`src/rtl/cbd_ctrl.sv`:
```
// Sequencer for one eta=2 cbd noise polynomial: clears cbd, feeds PRF word pairs,
// drains coefficient pairs, lifts them into [0, Q) and writes packed pairs to RAM.
module cbd_ctrl #(
  parameter int Q         = 3329,
  parameter int IN_PAIRS  = 16,
  parameter int OUT_PAIRS = 128
) (
  input  logic               clk,
  input  logic               reset,
  input  logic               start,
  input  logic               src_valid,
  output logic               src_ready,
  input  logic [31:0]        src_data_1,
  input  logic [31:0]        src_data_2,
  output logic               cbd_set,
  output logic               cbd_reset,
  output logic               cbd_readin,
  output logic [31:0]        cbd_din_1,
  output logic [31:0]        cbd_din_2,
  input  logic               cbd_ok_in,
  output logic               cbd_readout,
  input  logic               cbd_ok_out,
  input  logic signed [15:0] cbd_dout_1,
  input  logic signed [15:0] cbd_dout_2,
  input  logic               poly_ready,
  output logic               poly_we,
  output logic [6:0]         poly_addr,
  output logic [23:0]        poly_wdata,
  output logic               busy,
  output logic               done
);

  typedef enum logic [2:0] {
    S_IDLE  = 3'd0,
    S_CLR   = 3'd1,
    S_RUN   = 3'd2,
    S_FLUSH = 3'd3,
    S_DONE  = 3'd4
  } state_t;

  state_t      state_q, state_d;
  logic [4:0]  in_cnt_q, in_cnt_d;
  logic [7:0]  out_cnt_q, out_cnt_d;
  logic        poly_we_q;
  logic [6:0]  poly_addr_q;
  logic [23:0] poly_wdata_q;
  logic        done_q;

  logic run_s, flush_s, xfer_s, cap_s, last_in_s, last_out_s;

  // Coefficients arrive in [-2, 2]; negative ones are lifted by Q before truncation.
  function automatic logic [11:0] to_mod_q(input logic signed [15:0] c);
    logic signed [15:0] r;
    if (c < 16'sd0) begin
      r = c + $signed(16'(Q));
    end else begin
      r = c;
    end
    return r[11:0];
  endfunction

  assign run_s   = (state_q == S_RUN);
  assign flush_s = (state_q == S_FLUSH);

  assign cbd_din_1   = src_data_1;
  assign cbd_din_2   = src_data_2;
  assign cbd_readin  = run_s && src_valid;
  assign src_ready   = run_s && cbd_ok_in;
  assign cbd_readout = (run_s || flush_s) && poly_ready;
  assign cbd_reset   = reset || (state_q == S_CLR);
  assign cbd_set     = (state_q == S_CLR) || run_s || flush_s;
  assign busy        = (state_q != S_IDLE);

  assign xfer_s     = run_s && src_valid && cbd_ok_in;
  assign cap_s      = cbd_readout && cbd_ok_out;
  assign last_in_s  = xfer_s && (in_cnt_q == 5'(IN_PAIRS - 1));
  assign last_out_s = cap_s && (out_cnt_q == 8'(OUT_PAIRS - 1));

  assign poly_we    = poly_we_q;
  assign poly_addr  = poly_addr_q;
  assign poly_wdata = poly_wdata_q;
  assign done       = done_q;

  // Next-state and counter update; an output completion wins over the input boundary.
  always_comb begin
    state_d   = state_q;
    in_cnt_d  = in_cnt_q;
    out_cnt_d = out_cnt_q;
    if (xfer_s) begin
      in_cnt_d = in_cnt_q + 5'd1;
    end else begin
      in_cnt_d = in_cnt_q;
    end
    if (cap_s) begin
      out_cnt_d = out_cnt_q + 8'd1;
    end else begin
      out_cnt_d = out_cnt_q;
    end
    case (state_q)
      S_IDLE: begin
        if (start) begin
          state_d   = S_CLR;
          in_cnt_d  = 5'd0;
          out_cnt_d = 8'd0;
        end else begin
          state_d = S_IDLE;
        end
      end
      S_CLR: state_d = S_RUN;
      S_RUN: begin
        if (last_out_s) begin
          state_d = S_DONE;
        end else if (last_in_s) begin
          state_d = S_FLUSH;
        end else begin
          state_d = S_RUN;
        end
      end
      S_FLUSH: begin
        if (last_out_s) begin
          state_d = S_DONE;
        end else begin
          state_d = S_FLUSH;
        end
      end
      S_DONE:  state_d = S_IDLE;
      default: state_d = S_IDLE;
    endcase
  end

  // State, counters and the registered RAM write port.
  always_ff @(posedge clk) begin
    if (reset) begin
      state_q      <= S_IDLE;
      in_cnt_q     <= 5'd0;
      out_cnt_q    <= 8'd0;
      poly_we_q    <= 1'b0;
      poly_addr_q  <= 7'd0;
      poly_wdata_q <= 24'd0;
      done_q       <= 1'b0;
    end else begin
      state_q   <= state_d;
      in_cnt_q  <= in_cnt_d;
      out_cnt_q <= out_cnt_d;
      poly_we_q <= cap_s;
      done_q    <= last_out_s;
      if (cap_s) begin
        poly_addr_q  <= out_cnt_q[6:0];
        poly_wdata_q <= {to_mod_q(cbd_dout_2), to_mod_q(cbd_dout_1)};
      end
    end
  end

endmodule

```
`config.mk`:
```
export PLATFORM = sky130hd
export DESIGN_NAME = cbd_ctrl
export DESIGN_NICKNAME = d
export VERILOG_FILES = /design/src/rtl/cbd_ctrl.sv
export SDC_FILE = /design/constraint.sdc
export NUM_CORES = 1
export LEC_CHECK = 0
export CAP_MARGIN = 15
export CORE_MARGIN = 1
export CORE_UTILIZATION = 32
export CTS_CLUSTER_DIAMETER = 150
export CTS_CLUSTER_SIZE = 30
export DETAILED_ROUTE_END_ITERATION = 8
export HOLD_SLACK_MARGIN = 0.15
export PLACE_DENSITY = 0.87
export SLEW_MARGIN = 20
export SYNTH_ARGS = -nofsm -noshare
export SYNTH_HDL_FRONTEND = slang
export SYNTH_SLANG_ARGS = --single-unit
```
`constraint.sdc`:
```
create_clock -name clk -period 1.67 [get_ports clk]
set_clock_uncertainty 0.15 [all_clocks]
set_input_delay 0.2505 -clock clk [delete_from_list [all_inputs] [get_ports clk]]
set_output_delay 0.2505 -clock clk [all_outputs]
set_load 0.005 [all_outputs]
```
# Word level (Yosys, flattened, before mapping)
# Cells that the tools add are included.
# Widths: inputs -> output; s select.
# word_totals
reg_bits	49
inputBits	103
output_inout_bits	103
# classes
addsub	4
order_cmp	2
eq_ne	5
muxes	13
reduce_logical	13
# ops
operator	n
$lt 16x1->1 const B	2
$add 12x11->12 const B	2
$mux 12	2
$mux 8	3
$mux 5	3
$pmux 3 s4	1
$add 8x1->8 const B	1
$eq 8x7->1 const B	1
$logic_and 1x1->1	7
$eq 3x2->1 const B	2
$mux 3	2
$add 5x1->5 const B	1
$eq 5x4->1 const B	1
$logic_or 1x1->1	4
$eq 3x1->1 const B	1
$logic_not 3->1	1
$reduce_bool 3->1	1
$mux 1	2

# Depth between registers and ports, before layout
# Gate-level depths: netlist of run 1.
# depth
ltp_word	7
mapped_depth	6

# Worst setup path after synthesis of run 1
# Ideal clock, no wire load.
# synth_path
path_type	flip-flop to flip-flop
from	register in_cnt_q[0]
to	register state_q[0]
arrival_ns	1.287
path_slack_ns	0.103
stages_incl_launch_ff	7
path_buffers	0
synth_period_minus_slack_ns	1.567
cell_sequence	dfxtp_1 ha_1 and3_1 ha_1 a31o_2 a32oi_1 nor3_1
# synth_between
elab_chain_len	5
# synth_lines
element	line	text
start: declaration	42	logic [4:0] in_cnt_q, in_cnt_d;
start signal: assignment	143	in_cnt_q <= in_cnt_d;
$eq 5x4->1	76	assign last_in_s = xfer_s && (in_cnt_q == 5'(IN_PAIRS - 1));
$logic_and 1x1->1	76	
$mux 1	113	end else if (last_in_s) begin
$mux 3	111	if (last_out_s) begin
$pmux 3 s4	99	case (state_q)
end signal: assignment	142	state_q <= state_d;
end: declaration	41	state_t state_q, state_d;
# Every way passes these cells.
# A chain may end at the register's enable or synchronous reset.

# Worst setup path after layout of run 1
# Same ends and word-level chain as after synthesis.

==> results.json, run 1 <==
{
  "relSlewSlack": 0.814,
  "num_antenna_cells": 0,
  "max_stage_delay_ns": 0.33,
  "cts-root-buf": "clkbuf_8",
  "num_rows": 34,
  "grt_pass1_vias": 2576,
  "crit_top_cell": "ha_1",
  "cp.depth": 6,
  "worst_slew_pin_slew_ns": 0.279,
  "pwr-share-clk": 0.293,
  "outcome": "completed",
  "p_sw_frac": 0.261,
  "synth_edf_count": 0,
  "final_common_cell": "clkdlybuf4s50_1",
  "rsz0062_at_grt": "yes",
  "ys_warn_count": 0,
  "wl_mm": 7.23,
  "areaGrowthSynthToFinish_pct": 33.5,
  "path_cells": "ha_1 > and3_4 > ha_1 > a31o_2 > a32oi_2 > nor3_2",
  "cts_sinks": 49,
  "stdcell_area_mm2": 0.00389,
  "place_inst": 496,
  "arrival_ns": 1.70,
  "placed_area_mm2": 0.00360,
  "synth_area_leader_cell": "dfxtp_1",
  "p_switching_uw": 625,
  "startpoint_type": "flip-flop",
  "clk_path_buf_depth": 2,
  "setup_violations": 0,
  "crit_family": "compound AO/OA/AOI/OAI gates",
  "grt.total_usage": 0.151,
  "synthCells": 346,
  "worstSetupEndpointType": "flip-flop",
  "p_comb_frac": 0.201,
  "cts_htree_levels": 2,
  "die_y_um": 97.4,
  "seqPwrFrac": 0.506,
  "crit_slowest_cell": "dfxtp_2",
  "fmax_mhz": 600,
  "synth-main-ff-cell": "dfxtp_1",
  "die_w_um": 97.4,
  "syn-cell-area_mm2": 0.00291,
  "synth_area_per_cell_um2": 8.42,
  "core_region_area_mm2": 0.00876,
  "drcViolationCount": 0,
  "ys_ff_latch": 49,
  "synth_cell_types": 51,
  "grt_max_degree": 25,
  "cts_tree": "built",
  "grt_overflow": 0,
  "fin_crit_sh": 0.998,
  "port_buffers": 71,
  "io_pins": 206,
  "layout-drive-gt1-share": 0.240,
  "holdWs_ns": 0.267,
  "final_cell_mix": "62 x clkdlybuf4s50_1, 50 x buf_4, 45 x dfxtp_1",
  "hpwlAfterDp_mm": 5.47,
  "clk-insertion-delay-late_ns": 0.29,
  "initial_utilization": 0.333,
  "worstPathRequired_ns": 1.70,
  "ant_nets": 0,
  "ir_worst_vdd_mv": 0.304,
  "yosysSeqAreaShare": 0.337,
  "fin_crit_ns": 1.67,
  "p_total_mw": 2.39,
  "grt_pass1_wl_mm": 12.0,
  "detail_route.first_pass.iterations": 4,
  "routedWlPerCell_um": 14.1,
  "hp-class": "input port to flip-flop",
  "worstRegToRegCells": 6,
  "synth_nets": 454,
  "crit_fanout": 3,
  "worstSetupPathType": "flip-flop to flip-flop",
  "antenna_found_initial": 0,
  "layoutNonFillerInstCount": 512,
  "drtIter0Drc": 58,
  "clkTransAtPathRegs_ns": 0.09,
  "slew_viol_final": 0,
  "hold_path_depth": 3,
  "place.gp.congestion": 0.839,
  "vias": 2575,
  "worst-path-buf-inv": 0,
  "leakage_nw": 1.46,
  "ys_top_cells_by_area": "dfxtp_1 34%, buf_4 18%, nor2_1 5.0%",
  "synth_top_area_share": 0.337,
  "p_per_area_mw_per_mm2": 615,
  "final-hold-violation-count": 0,
  "maxCapViolCount": 0,
  "routed_via_density": 5.03,
  "dieArea_mm2": 0.00949,
  "final.setup.worst_slack_ns": 0.00318,
  "internal_power_mw": 1.77,
  "pre_cts_slack_ns": -0.445,
  "final_nets": 511,
  "async_flop_share": 0,
  "cts_buffers": 5
}
flip-flops by register name, summed over array words and instances, names as in the netlist:
signal      flops
done            1
in_cnt_q        5
poly_addr       7
poly_we         1
poly_wdata     24
state_q         3
out_cnt_q       8
Yosys cell counts, drive strengths merged (2+ instances only):
library cell,instances
and3,5
nand3b,2
nand2,29
o21bai,2
and4,3
inv,5
clkbuf,6
nand2b,2
nor3b,3
a211oi,19
ha,5
nor3,5
nand3,6
a21oi,11
o22ai,2
nand4,16
xor2,16
dfxtp,49
and4b,2
or2,2
buf,74
nor2,39
xnor2,10
and2,4
o21ai,4
mux2i,4
a311oi,2
or3,3
layer usage:
layer	vias up	global-route usage	routed length (µm)
li1	1246	-	-
met1	1207	0.178	3020
met2	92	0.255	3560
met5	-	0	0
met4	0	0.0747	202
met3	30	0.0353	441
power by group through the flow:
stage	Combinational (mW)	Clock (mW)	Sequential, mW
2_1_floorplan	0.284	0	1.24
5_1_grt	0.522	0.788	1.21
6_report	0.481	0.701	1.21
4_1_cts	0.454	0.734	1.21
3_5_place_dp	0.445	0	1.24
3_3_place_gp	0.431	0	1.24
worst register-to-register path, stage by stage, from the launching register on:
cell	delay (ns)
dfxtp_2	0.33
ha_1	0.21
and3_4	0.18
ha_1	0.16
a31o_2	0.25
a32oi_2	0.21
nor3_2	0.07
stage by stage:
stage,TNS [ns],utilization
4_1_cts,-0.0240,0.429
5_1_grt,-0.426,0.444
2_1_floorplan,0,-
3_5_place_dp,-8.02,0.411
3_3_place_gp,-6.24,0.411
6_report,0,0.444
area by class of cell:
type,count,area (µm²)
Timing Repair Buffer,130,1220
Clock buffer,6,72.6
Tap cell,108,135
Sequential cell,49,993
Clock inverter,2,13.8
Inverter,5,18.8
Fill cell,844,4870
Multi-Input combinational cell,212,1430
logic make-up after synthesis:
kind of cell	Yosys count	synth area share
AO/OA/AOI/OAI	47	0.112
XOR/XNOR	26	0.0781
adder cells (fa/ha/maj)	5	0.0215
buffers and inverters	85	0.202
flip-flops	49	0.337
multiplexers	5	0.0176
AND/OR/NAND/NOR	129	0.232
final timing paths:
kind / from / to / slack [ns]
max: in_cnt_q[0] / state_q[0] / 0.003
min: cbd_dout_2[1] / poly_wdata[13] / 0.27
max reg2reg: in_cnt_q[0] / state_q[0] / 0.003
min reg2reg: poly_addr[1] / poly_addr[1] / 0.31
what timing repair did:
item | 4_1_cts | 5_1_grt
buffers inserted | 2 | 5
resized for setup | 34 | 21
gates cloned | 1 | 0
hold buffers | 0 | 0
endpoints found under the setup margin | 9 | 26
pin swaps | 3 | 9
No activity file was read; power rests on OpenSTA's default activity.
==> run 2, diff against run 1 <==
Settings changed: CAP_MARGIN 15 to unset.
==> results of run 2 <==
The final DEF is identical to that of run 1; final timing and power are the same.
